==> src/rtl/trng_pkg.sv <==
// trng_pkg: shared types and defaults for the TRNG post-processing tile.
//   vn_state_t          : von Neumann pair-corrector state
//   TRNG_WIDTH_DEF      : default output word width
//   TRNG_RCT_LIMIT_DEF  : default repetition-count health-test limit
package trng_pkg;
  typedef enum logic {VN_IDLE = 1'b0, VN_HOLD = 1'b1} vn_state_t;

  localparam int TRNG_WIDTH_DEF     = 8;
  localparam int TRNG_RCT_LIMIT_DEF = 32;
endpackage

==> src/rtl/trng_vn_debias.sv <==
// trng_vn_debias: von Neumann pair corrector.
// Ports:
//   clk, rst        : clock, synchronous active-high reset
//   en              : low forces VN_IDLE and suppresses output
//   hold            : freezes the pair state and suppresses output
//   raw_bit/valid   : raw entropy sample
//   vn_bit/vn_valid : debiased bit, valid in the same cycle as the second
//                     sample of an unequal pair (combinational decode so the
//                     packer can register the word on that very edge)
module trng_vn_debias
  import trng_pkg::*;
(
  input  logic clk,
  input  logic rst,
  input  logic en,
  input  logic hold,
  input  logic raw_bit,
  input  logic raw_valid,
  output logic vn_bit,
  output logic vn_valid
);

  vn_state_t r_state;
  logic      r_first;
  logic      w_take;

  assign w_take = en && !hold && raw_valid;

  always_ff @(posedge clk) begin
    if (rst) begin
      r_state <= VN_IDLE;
      r_first <= 1'b0;
    end else if (!en) begin
      r_state <= VN_IDLE;
    end else if (w_take) begin
      case (r_state)
        VN_IDLE: begin
          r_first <= raw_bit;
          r_state <= VN_HOLD;
        end
        default: r_state <= VN_IDLE;
      endcase
    end
  end

  // (1,0) -> 1 and (0,1) -> 0: the emitted bit is simply the first of the pair.
  assign vn_valid = w_take && (r_state == VN_HOLD) && (raw_bit != r_first);
  assign vn_bit   = r_first;

endmodule

==> src/rtl/trng_whitener.sv <==
// trng_whitener: von Neumann debias, pack into WIDTH-bit words, and present
// them on a valid/ready output with a one-word pending buffer.
// Optional repetition-count health test when TRNG_HEALTH_EN is defined;
// otherwise fault is tied 0 and RCT_LIMIT is unused.
// Ports:
//   clk, rst             : clock, synchronous active-high reset
//   en                   : sampling enable; low drops partial word
//   raw_bit, raw_valid   : raw entropy sample
//   out_data, out_valid  : output word and its valid
//   out_ready            : consumer handshake
//   overflow             : sticky, a raw sample was dropped under backpressure
//   fault                : sticky health-test failure
module trng_whitener
  import trng_pkg::*;
#(
  parameter int WIDTH     = TRNG_WIDTH_DEF,
  parameter int RCT_LIMIT = TRNG_RCT_LIMIT_DEF
) (
  input  logic             clk,
  input  logic             rst,
  input  logic             en,
  input  logic             raw_bit,
  input  logic             raw_valid,
  output logic [WIDTH-1:0] out_data,
  output logic             out_valid,
  input  logic             out_ready,
  output logic             overflow,
  output logic             fault
);

  localparam int CW = $clog2(WIDTH);

  logic [WIDTH-1:0] r_shift;
  logic [CW-1:0]    r_cnt;
  logic             r_pending;
  logic [WIDTH-1:0] r_out_data;
  logic             r_out_valid;
  logic             r_overflow;

  logic             w_vn_bit;
  logic             w_vn_valid;
  logic             w_fault;
  logic             w_out_valid;
  logic             w_hs;
  logic             w_slot_free;
  logic             w_complete;
  logic [WIDTH-1:0] w_word;

  trng_vn_debias u_vn (
    .clk       (clk),
    .rst       (rst),
    .en        (en),
    .hold      (r_pending),
    .raw_bit   (raw_bit),
    .raw_valid (raw_valid),
    .vn_bit    (w_vn_bit),
    .vn_valid  (w_vn_valid)
  );

  assign w_out_valid = r_out_valid && !w_fault;
  assign w_hs        = w_out_valid && out_ready;
  assign w_slot_free = !w_out_valid || out_ready;
  assign w_word      = {r_shift[WIDTH-2:0], w_vn_bit};
  assign w_complete  = w_vn_valid && (r_cnt == CW'(WIDTH - 1));

  // Packer: the shift register is left untouched while en is low so a
  // pending full word survives; only the count is cleared.
  always_ff @(posedge clk) begin
    if (rst) begin
      r_shift <= '0;
      r_cnt   <= '0;
    end else if (!en) begin
      r_cnt <= '0;
    end else if (w_vn_valid) begin
      r_shift <= w_word;
      r_cnt   <= w_complete ? '0 : r_cnt + 1'b1;
    end
  end

  // Output register and pending slot. While pending, the debias stage is
  // held, so r_shift still holds the finished word when it transfers.
  always_ff @(posedge clk) begin
    if (rst) begin
      r_out_data  <= '0;
      r_out_valid <= 1'b0;
      r_pending   <= 1'b0;
      r_overflow  <= 1'b0;
    end else begin
      if (en && raw_valid && r_pending)
        r_overflow <= 1'b1;

      if (w_fault) begin
        r_out_valid <= 1'b0;
      end else if (r_pending) begin
        if (w_hs) begin
          r_out_data  <= r_shift;
          r_out_valid <= 1'b1;
          r_pending   <= 1'b0;
        end
      end else if (w_complete) begin
        if (w_slot_free) begin
          r_out_data  <= w_word;
          r_out_valid <= 1'b1;
        end else begin
          r_pending <= 1'b1;
        end
      end else if (w_hs) begin
        r_out_valid <= 1'b0;
      end
    end
  end

`ifdef TRNG_HEALTH_EN
  localparam int RW = $clog2(RCT_LIMIT + 1);

  logic [RW-1:0] r_run_cnt;
  logic          r_last_bit;
  logic          r_fault;
  logic [RW-1:0] w_run_next;
  logic          w_accept;

  // Only samples the debias stage actually consumes count toward the run.
  assign w_accept = en && raw_valid && !r_pending;

  // Zero count means "no previous sample", so the first sample starts at 1.
  // Saturates at the limit; fault is sticky anyway.
  always_comb begin
    w_run_next = RW'(1);
    if (r_run_cnt != '0 && raw_bit == r_last_bit)
      w_run_next = (r_run_cnt == RW'(RCT_LIMIT)) ? r_run_cnt : r_run_cnt + 1'b1;
  end

  always_ff @(posedge clk) begin
    if (rst) begin
      r_run_cnt  <= '0;
      r_last_bit <= 1'b0;
      r_fault    <= 1'b0;
    end else if (w_accept) begin
      r_run_cnt  <= w_run_next;
      r_last_bit <= raw_bit;
      if (w_run_next == RW'(RCT_LIMIT))
        r_fault <= 1'b1;
    end
  end

  assign w_fault = r_fault;
`else
  assign w_fault = 1'b0;
`endif

  assign out_data  = r_out_data;
  assign out_valid = w_out_valid;
  assign overflow  = r_overflow;
  assign fault     = w_fault;

endmodule

==> config.mk <==
export PLATFORM = sky130hd
export DESIGN_NAME = trng_whitener
export DESIGN_NICKNAME = d
export VERILOG_FILES = /design/src/rtl/trng_pkg.sv /design/src/rtl/trng_vn_debias.sv /design/src/rtl/trng_whitener.sv
export SDC_FILE = /design/constraint.sdc
export NUM_CORES = 1
export LEC_CHECK = 0
export ABC_AREA = 1
export CAP_MARGIN = 15
export CORE_MARGIN = 4
export CORE_UTILIZATION = 30
export CTS_BUF_LIST = sky130_fd_sc_hd__clkbuf_16
export DETAILED_ROUTE_END_ITERATION = 8
export GPL_TIMING_DRIVEN = 0
export HOLD_SLACK_MARGIN = 0.1
export SETUP_SLACK_MARGIN = 0.2
export SKIP_LAST_GASP = 1
export SYNTH_ARGS = -nofsm -noshare
export SYNTH_HDL_FRONTEND = slang
export SYNTH_SLANG_ARGS = --single-unit
==> constraint.sdc <==
create_clock -name clk -period 1.7 [get_ports clk]
set_input_delay 0.17 -clock clk [delete_from_list [all_inputs] [get_ports clk]]
set_output_delay 0.17 -clock clk [all_outputs]
set_load 0.02 [all_outputs]
==> metrics.md <==
| Metric | Value |
|---|---|
| Cts repair resizes | `0` |
| Synth top area share | `roughly two fifths` |
| Final setup vio count | `0` |
| Inserted Diodes | `0` |
| Final wirelength | `approximately 2200 um` |
| CTS tree | `yes` |
| Top Ports | `17` |
| CP Buf/Inv Count | `1` |
| Crit path DAT | `approximately 1.2 ns` |
| First-pass detailed-route iteration total | `4` |
| Clock Path Buffers | `2` |
| Initial antenna violation count | `0` |
| Metal3 WL | `114 um` |
| PwrDens | `roughly 800 nW/um^2` |
| Sequential cell area | `480 um^2` |
| Vias | `962` |
| CP Max Fanout | `3` |
| Final-report max-slew violation count | `0` |
| Port Buffers | `15` |
| Antenna viol nets, final | `0` |
| Die width | `70.2 um` |
| Die area | `4930 um^2` |
| Largest area contributor in the netlist | `dfxtp_1` |
| Leakage | `0.567 nW` |
| R2R depth | `7` |
| Tmin final | `1.40 ns` |
| FP Rows | `22` |
| Crit Reg-Reg Endpoint | `out_data[4]` |
| Data required, critical path | `1.53 ns` |
| Period utilization | `82.6%` |
| Worst path top cell family by delay | `buffers and inverters` |
| Hold_sp | `overflow` |
| DR WL/cell | `10.5 um` |
| Met2 wire len | `around 1100 um` |
| Total power draw | `1.14 mW` |
| Post-CTS Setup Inserts | `0` |
| Synth warn | `0` |
| Final TNS setup | `0 ns` |
| Crit path kind | `flop to primary output` |
| Flops & latches, synth | `24` |
| CP max stage cell | `clkdlybuf4s50_1` |
| Post-DP HPWL | `roughly 1700 um` |
| Post-synthesis sequential area ratio | `41.3%` |
| Synth Cell Area | `1160 um^2` |
| Hold-fix buffers at CTS | `0` |
| Status | `completed` |
| Worst-path clk slew | `0.06 ns` |
| Met1 WL | `1010 um` |
| Reg-to-Reg Start | `r_cnt[0]` |
| Worst vdd ir | `568 uV` |
| Syn Inst Count | `145` |
| Unrepaired setup endpoints after global routing | `false` |
| Hold depth | `2` |
| Worst hold endpoint | `overflow` |
| Global placer's final weighted congestion | `0.751` |
| First DRT Iteration DRCs | `35` |
| Synth cell types | `27` |
| Root Driver | `clkbuf_16` |
| Initial core utilization | `between 30% and 40%` |
| Critical-path cell list | `clkdlybuf4s50_1` |
| CTS Buf Count | `3` |
| Die height | `70.2 um` |
| Synth top area cells | `dfxtp_1 (41%), a21oi_1 (8.6%), a21oi_2 (6.8%), nor2_1 (6.8%), nand2_1 (4.8%)` |
| Worst skew pair latency | `between 0.2 and 0.3 ns` |
| Total clock sinks | `24` |
| Hold Crit Class | `flop to flop` |
| Uppermost layer routed | `met4` |
| Overflow after GRT | `0` |
| First-pass GRT wire length | `4130 um` |
| Post-route clock skew | `approximately 0.0023 ns` |
| Share of layout cells above drive strength 1 | `17.1%` |
| Maxcap violations | `0` |
| Crit. End Element | `primary output` |
| Area Overhead vs Synth | `25.0%` |
| Core Footprint | `around 3700 um^2` |
| Fill cells | `389` |
| Syn avg cell area | `8.02 um^2` |
| Final Hold Viols | `0` |
| Vias/cell | `4.54` |
| Pin count of the biggest net entering global routing | `14` |
| Worst setup SP type | `flop` |
| Post-synth net total | `153` |
| Peak Freq | `just over 700 MHz` |
| Setup slack, reg-to-reg | `0.33 ns` |
| Overall routing resource usage | `10.1%` |
| Worst path max stage delay | `0.62 ns` |
| Multi-input logic area | `561 um^2` |
| CTS H-tree depth | `1` |
| Nets | `173` |
| Vias in the first global route | `961` |
| DRC | `0` |
## cell usage in the layout, fill, tap and decap left out, drive strengths merged
cell           instances
clkinv                 2
clkbuf                 4
nor2                  23
dfxtp                 24
o21ai                  9
nand3                 13
clkdlybuf4s50         15
nand2                 18
ha                     2
nand4                  1
nor3                   1
buf                    6
inv                   14
a21oi                 29
mux2i                  1
and3                   1
conb                   1
## through the flow
step	cells	utilization, %	cell area, um^2	setup slack, ns	hold WS (ns)
after global routing	212	39.1	1450	0.213	0.471
after detailed placement	208	36.9	1370	0.0900	0.441
after floorplan	145	-	1160	0.426	0.232
after CTS	212	39.1	1450	0.285	0.450
final	212	39.1	1450	0.295	0.448
after global placement	208	36.9	1370	0.0662	0.437
## final cells by class
cell class,instances,area share (%)
Buffer,7,4.22
Clock buffer,3,5.17
Clock inverter,1,0.258
Inverter,15,4.22
Multi-Input combinational cell,99,38.6
Sequential cell,24,33.1
Tap cell,48,4.13
Timing Repair Buffer,15,10.3
## logic make-up after synthesis
kind of cell,share of synthesized area [%]
buf+inv,10.4
fa+ha+maj,2.15
flops,41.3
simple gates,25.6
other cells,0.323
mux,0.861
compound gates,19.3
## per-layer routing
layer / track usage [%] / up-vias
met4: 2.55 / 0
met1: 11.8 / 430
met2: 17.7 / 17
li1: - / 513
met5: 0 / -
met3: 3.45 / 2
## worst min-delay path: cells and delay by family (launching register included)
| family | cells | cell delay [ns] |
|---|---|---|
| flops | 1 | 0.30 |
| buf+inv | 1 | 0.04 |
| compound gates | 1 | 0.05 |
## power by group
part           total (mW)  internal, mW  switching (mW)
Combinational      0.0641        0.0256          0.0385
Sequential          0.570         0.566         0.00362
Clock               0.509         0.314           0.195
## synthesized netlist by cell type (all sizes together)
library cell  instances
a21oi                29
inv                  14
nor2                 23
buf                   6
dfxtp                24
nand3                13
nand4                 1
ha                    2
conb                  1
o21ai                 9
nand2                18
nor3                  1
and3                  1
mux2i                 1
clkbuf                1
clkinv                1
## state kept, by name, summed over array words and instances, names as in the netlist
register	cells
out_data	8
r_shift	8
r_cnt	3
out_valid	1
overflow	1
r_pending	1
u_vn.r_state	1
u_vn.vn_bit	1
## how the worst max path moves through the flow
| stage | from | to | slack (ns) | cells after the start |
|---|---|---|---|---|
| floorplan | r_cnt[0] | out_data[0] | 0.43 | 7 |
| global placement | rst | r_shift[6] | 0.07 | 5 |
| detailed placement | en | out_data[4] | 0.09 | 8 |
| CTS | out_valid | out_valid | 0.28 | 1 |
| global route | r_pending | r_cnt[2] | 0.21 | 8 |
| finish | out_valid | out_valid | 0.30 | 1 |
No activity file was read; power rests on OpenSTA's default activity.
